==> config.mk <==
export PLATFORM = sky130hd
export DESIGN_NAME = pipelined_multiplier
export DESIGN_NICKNAME = d
export VERILOG_FILES = /design/src/rtl/pipelined_multiplier.sv
export SDC_FILE = /design/constraint.sdc
export NUM_CORES = 1
export LEC_CHECK = 0
export CAP_MARGIN = 20
export CORE_UTILIZATION = 52
export CTS_CLUSTER_SIZE = 16
export DETAILED_ROUTE_END_ITERATION = 10
export PLACE_DENSITY = 0.74
export SYNTH_ARGS = -nofsm -noshare
export SYNTH_HDL_FRONTEND = slang
export SYNTH_SLANG_ARGS = --single-unit
==> constraint.sdc <==
create_clock -name clk -period 7.7 [get_ports clk]
set_clock_uncertainty 0.05 [all_clocks]
set_input_delay 1.54 -clock clk [delete_from_list [all_inputs] [get_ports clk]]
set_output_delay 1.54 -clock clk [all_outputs]
set_load 0.1 [all_outputs]
==> src/rtl/pipelined_multiplier.sv <==
// Unsigned multiplier returning the low DATA_LEN bits of a*b, built from a chunked shift-add pipeline.
// Latency: PIPELINE_STAGE-1 clk edges. A value of 1 makes it purely combinational. One new operand pair per cycle.
// No backpressure: there is no handshake, and the pipeline advances on every clk edge.
module pipelined_multiplier #(
   parameter int DATA_LEN       = 32,
   parameter int PIPELINE_STAGE = 2
) (
   input  logic                clk,
   input  logic                reset,
   input  logic [DATA_LEN-1:0] a,
   input  logic [DATA_LEN-1:0] b,
   output logic [DATA_LEN-1:0] result
);

   // Width of the b slice consumed per stage. The final stage takes whatever is left.
   localparam int CHUNK = DATA_LEN / PIPELINE_STAGE;
   // Selects the low CHUNK bits of the remaining multiplier. CHUNK == DATA_LEN yields all ones.
   localparam logic [DATA_LEN-1:0] CHUNK_MASK = ~({DATA_LEN{1'b1}} << CHUNK);

   // Inputs seen by each stage: running sum, multiplicand, and b shifted so its unconsumed bits sit at bit 0.
   logic [DATA_LEN-1:0] stg_sum [PIPELINE_STAGE];
   logic [DATA_LEN-1:0] stg_a   [PIPELINE_STAGE];
   logic [DATA_LEN-1:0] stg_b   [PIPELINE_STAGE];

   // Outputs of each stage, captured by the next register rank.
   logic [DATA_LEN-1:0] nxt_sum [PIPELINE_STAGE];
   logic [DATA_LEN-1:0] nxt_b   [PIPELINE_STAGE];
   logic [DATA_LEN-1:0] chunk;

   // Stage 0 is fed directly from the ports, with no input register.
   assign stg_sum[0] = '0;
   assign stg_a[0]   = a;
   assign stg_b[0]   = b;

   // Each stage adds a * (its chunk of b), shifted into place, to the running sum modulo 2^DATA_LEN.
   always_comb begin
      chunk = '0;
      for (int i = 0; i < PIPELINE_STAGE; i++) begin
         chunk      = (i == PIPELINE_STAGE - 1) ? stg_b[i] : (stg_b[i] & CHUNK_MASK);
         nxt_sum[i] = stg_sum[i] + ((stg_a[i] * chunk) << (i * CHUNK));
         nxt_b[i]   = stg_b[i] >> CHUNK;
      end
   end

   generate
      if (PIPELINE_STAGE > 1) begin : g_pipe
         logic [DATA_LEN-1:0] rk_sum [PIPELINE_STAGE-1];
         logic [DATA_LEN-1:0] rk_a   [PIPELINE_STAGE-1];
         logic [DATA_LEN-1:0] rk_b   [PIPELINE_STAGE-1];

         // Register ranks between stages. Reset flushes every slot to zero, so result reads 0.
         always_ff @(posedge clk) begin
            for (int r = 0; r < PIPELINE_STAGE - 1; r++) begin
               if (!reset) begin
                  rk_sum[r] <= '0;
                  rk_a[r]   <= '0;
                  rk_b[r]   <= '0;
               end else begin
                  rk_sum[r] <= nxt_sum[r];
                  rk_a[r]   <= stg_a[r];
                  rk_b[r]   <= nxt_b[r];
               end
            end
         end

         for (genvar s = 1; s < PIPELINE_STAGE; s++) begin : g_feed
            assign stg_sum[s] = rk_sum[s-1];
            assign stg_a[s]   = rk_a[s-1];
            assign stg_b[s]   = rk_b[s-1];
         end
      end
   endgenerate

   // The final stage is combinational from the last rank (or from the ports when there are no ranks).
   assign result = nxt_sum[PIPELINE_STAGE-1];

endmodule

# Word-level counts from Yosys, hierarchy flattened
# Memory sizes are Yosys's and may differ from the RTL's.
# Cells that the tools add are included.
classes:
  n_shift: 0
  div: 0
  muxes: 8
  n_reduce_logical: 3
  multipliers: 2
  n_bitwise: 0
  n_eq_ne: 0
  n_lt_le_gt_ge: 0
  n_addsub: 1
ops:
  columns: ["operator", "n"]
  rows:
  - ["two-way mux 32 bit", 2]
  - ["OR reduction 32 bit", 2]
  - ["adder 32 bit", 1]
  - ["multiplier 32 x 16 -> 32 bit", 1]
  - ["multiplier 32 x 32 -> 16 bit", 1]
  - ["two-way mux 16 bit", 1]
  - ["OR reduction 16 bit", 1]
  - ["two-way mux 1 bit", 5]
totals:
  mem_bits_rw: 80
  inputBits: 66
  output_inout_bits: 32
  regBits: 0
  memories: 3
  latch_bits: 0
  rom_bits: 0
mem_list:
  columns: ["name", "depth", "width", "rd", "rd_clocked_by_memory_dff", "wr", "line_no", "source"]
  rows:
  - ["g_pipe.rk_a", 1, 32, 1, 0, 1, "48", "logic [DATA_LEN-1:0] rk_a [PIPELINE_STAGE-1];"]
  - ["g_pipe.rk_sum", 1, 32, 1, 0, 1, "47", "logic [DATA_LEN-1:0] rk_sum [PIPELINE_STAGE-1];"]
  - ["g_pipe.rk_b", 1, 16, 1, 0, 1, "49", "logic [DATA_LEN-1:0] rk_b [PIPELINE_STAGE-1];"]

# Logic depth before layout (Yosys ltp)
logic_depth:
  depth_word: 3
  mapped_depth: 26
  ltp_nobuf: 24

# Least setup slack after synthesis
# No wires, ideal clock.
synth_timing:
  path_kind: "reg-to-output"
  startpoint: "memory g_pipe.rk_b[0][1] (netlist bit)"
  endpoint: "output port result[31]"
  setup_slack_ns: 0.141
  t_arrival_ns: 5.969
  path_stages_with_launch: 24
  cell_sequence: "dfxtp_1 > clkbuf_1 > nand2_1 > fa_1 > fa_1 > fa_1 > fa_1 > inv_1 > fa_1 > inv_1 > fa_1 > inv_1 > ha_1 > and3_1 > a21oi_1 > o21ai_0 > nor2_1 > xnor2_1 > ha_1 > or2_2 > a21oi_1 > a21oi_1 > xnor2_1 > buf_4"
synth_rtl:
  columns: ["element", "line_no", "source"]
  rows:
  - ["from (decl)", "49", null]
  - ["to (decl)", "12", "output logic [DATA_LEN-1:0] result"]

# Worst setup path in the final report
layout_timing:
  startpoint: "memory g_pipe.rk_b[0][3] (netlist bit)"
  endpoint: "output port result[30]"
layout_between:
  elab_chain_len: 3
layout_rtl:
  columns: ["element", "line_no", "source"]
  rows:
  - ["memory read (1 x 16 bit)", null, null]
  - ["multiplier 32 x 32 -> 16 bit", "40", "nxt_sum[i] = stg_sum[i] + ((stg_a[i] * chunk) << (i * CHUNK));"]
  - ["adder 32 bit", "40", null]
# Every way passes these cells.

==> summary.md <==
| Metric | Value |
|---|---|
| Buffers on Ports | 97 |
| Remaining global-route overflow | 0 |
| Arrival time of the worst setup path | 6.27 ns |
| Total routing usage reported by global routing | 25.9% |
| Core Util, Final | 61.4% |
| Transition at the pin with the smallest max-transition slack | 1.03 ns |
| TritonCTS clock tree | done |
| Remaining max-slew budget at the tightest pin | 31.2% |
| Synthesized Nets | 2648 |
| Max-cap check violation count | 0 |
| Fraction of the yosys area taken by sequential cells | 7.13% |
| Count of state elements after synthesis | 64 |
| Number of enable-type register cells in the synthesized netlist | 0 |
| Number of levels in the clock H-tree | 3 |
| Vias per std cell | 5.18 |
| Area of the core | 33800 um2 |
| Die X | 188 um |
| Final setup fails | 2 |
| Distinct cell type count after synthesis | 50 |
| Vertical extent of the die | 188 um |
| Setup slack after layout | -0.162 ns |
| Slowest CP cell | sky130_fd_sc_hd__fa_2 |
| Result of the run | finished, violations left |
| Filler cell count | 2751 |
| Detailed-route wire length per cell | 16.9 um |
| Area of the die | 35300 um2 |
| Worst-path maximum fanout | 5 |
| Via count of the first global-routing pass | 14600 |
| Iteration-0 DRC count of the detailed router | 861 |
| Ratio of cells with drive above 1 in the final layout | 10.2% |
| Commonest register cell after synthesis | sky130_fd_sc_hd__dfxtp_1 |
| Commonest non-fill, non-tap cell in the layout | sky130_fd_sc_hd__inv_1 |
| Synth Area per Inst | 8.69 um2 |
| Total vias in the final route | 13700 |
| Hold buffer count at cts | 0 |
| RD Place Congestion | 0.910 |
| Dpl ws | -0.192 ns |
| Number of standard-cell rows in the floorplan | 67 |
| Crit path cell chain | buf_4, and2_1, fa_1, inv_1, fa_2, inv_1, ha_1, fa_1, fa_1, inv_1, fa_1, inv_1, ha_2, and2_1, o21ai_2, o211ai_1, o211ai_1, xnor2_1, ha_1, inv_2, nor4_4, a311oi_2, o311ai_2, clkbuf_16 |
| Minimum clock period | 7.86 ns |
| Classification of the worst-slack hold path | in2reg |
| Required arrival time at the worst endpoint | 6.11 ns |
| Residual DRC | 0 |
| Number of iterations in the first detailed-routing pass | 6 |
| Synth async-reset ratio | 0% |
| Antenna violations before repair | 0 |
| Library cell used as clock root buffer | sky130_fd_sc_hd__clkbuf_16 |
| Number of buffers inserted during clock tree synthesis | 9 |
| Critical path's largest stage delay | 0.55 ns |
| Final HPWL from detailed placement | 36.6 mm |
| Violated checks | setup timing |
| Count of antenna-violating nets left after detailed routing | 0 |
| Mapped Area | 18000 um2 |
| Final Cycle Share | 102% |
| Sequential cell area | 1320 um2 |
| Maximum buffer depth of the clock tree | 2 |
| Max frequency | 0.127 GHz |
| Antenna diodes | 0 |
| Initial core utilization | 53.2% |
| RSZ-0062 raised after global routing | yes |
| Number of cells produced by synthesis | 2067 |
| Number of warnings printed during yosys synthesis | 0 |
| Area growth from synthesis to final layout | 15.5% |
| Final hold vios | 0 |
| Commonest cells after routing, fill and taps aside | sky130_fd_sc_hd__inv_1, sky130_fd_sc_hd__fa_1, sky130_fd_sc_hd__nand2_1 |
| Total Routed Length | 44.6 mm |
| Startpoint types | register |
| Clock net sink count | 64 |
| Number of slew-limit violations in the final report | 0 |
| Kind of end point of the critical path | primary output |
| Setup CP Type | reg2out |
| Clock-pin transition on the worst setup and hold timing paths | 0.06 ns |
| Combined area of the multi-input logic cells | 14700 um2 |
| NumNets Final | 2768 |
| Global-route wire length before repair | 72.7 mm |
| Ports | 98 |
| Pin count of the biggest net entering global routing | 69 |
-- kinds of logic after synthesis --
family	Yosys count	synth area share, %
fa+ha+maj	515	52.0
simple gates	686	18.5
compound gates	124	4.76
xor+xnor	96	4.68
flops	64	7.13
mux	4	0.223
buf+inv	578	12.8
-- synth_stat cells, types with 5 or more instances --
cell type | instances | share of area [%]
sky130_fd_sc_hd__inv_1 | 466 | 9.7
sky130_fd_sc_hd__fa_1 | 385 | 43
sky130_fd_sc_hd__nand2_1 | 350 | 7.3
sky130_fd_sc_hd__and2_1 | 259 | 9.0
sky130_fd_sc_hd__ha_1 | 130 | 9.1
sky130_fd_sc_hd__clkbuf_1 | 79 | 1.7
sky130_fd_sc_hd__xnor2_1 | 74 | 3.6
sky130_fd_sc_hd__dfxtp_1 | 64 | 7.1
sky130_fd_sc_hd__a21oi_1 | 33 | 0.92
sky130_fd_sc_hd__buf_4 | 32 | 1.3
sky130_fd_sc_hd__nor2_1 | 29 | 0.61
sky130_fd_sc_hd__xor2_1 | 22 | 1.1
sky130_fd_sc_hd__a21o_1 | 18 | 0.75
sky130_fd_sc_hd__o21ai_0 | 15 | 0.42
sky130_fd_sc_hd__nor3_1 | 11 | 0.31
sky130_fd_sc_hd__nand3_1 | 9 | 0.25
sky130_fd_sc_hd__nand2b_1 | 8 | 0.28
sky130_fd_sc_hd__o211ai_1 | 8 | 0.33
sky130_fd_sc_hd__a211oi_1 | 7 | 0.29
sky130_fd_sc_hd__o21a_1 | 7 | 0.29
sky130_fd_sc_hd__and3_1 | 6 | 0.21
sky130_fd_sc_hd__nor2b_1 | 5 | 0.17
sky130_fd_sc_hd__o21ai_1 | 5 | 0.14
sky130_fd_sc_hd__o21bai_1 | 5 | 0.21
-- flip-flops by register name, indices dropped and copies added (netlist names) --
name           cells
g_pipe.rk_a       16
g_pipe.rk_b       16
g_pipe.rk_sum     32
-- metal layers --
layer	track usage [%]	share of wire (%)
met1	35.3	42
met2	43.7	48
met3	2.90	7.2
met4	7.35	2.7
met5	0	0
-- area by class of cell --
| type | count | share of cell area (%) |
|---|---|---|
| clock buffers | 12 | 1.24 |
| repair buffers | 221 | 10.1 |
| well taps | 448 | 2.70 |
| clock inverters | 3 | 0.314 |
| flip-flops and latches | 64 | 6.37 |
| inverters | 466 | 8.43 |
| multi-input cells | 1425 | 70.8 |
-- timing repair --
action,4_1_cts,5_1_grt
pin swaps,19,28
setup endpoints to repair,4,9
setup buffers,14,14
gates resized for setup,48,50
-- path summary, 6_finish.rpt --
| check | start | end | slack, ns | cells past startpoint |
|---|---|---|---|---|
| worst min-delay path | b[27] | g_pipe.rk_b[0][11] | 1.74 | 2 |
| worst max-delay path | g_pipe.rk_b[0][3] | result[30] | -0.16 | 24 |
-- critical path, delay by kind of cell (launching register included) --
family | cells | cell delay, ns
buf+inv | 7 | 0.76
flops | 1 | 0.35
fa+ha+maj | 8 | 3.36
compound gates | 5 | 0.89
xor+xnor | 1 | 0.15
simple gates | 3 | 0.41
-- stage by stage --
step	hold WS (ns)	cell area [um2]	TNS [ns]	instances
after floorplan	1.61	18000	0	2067
after global placement	2.08	19800	-0.0799	2597
after detailed placement	2.08	19800	-0.508	2597
after CTS	1.73	20400	-0.219	2625
final	1.74	20700	-0.311	2639
after global routing	1.73	20700	-0.941	2639
Power is not shown: default switching activity piles up to over one toggle a cycle in this logic, so the estimate is an artifact.
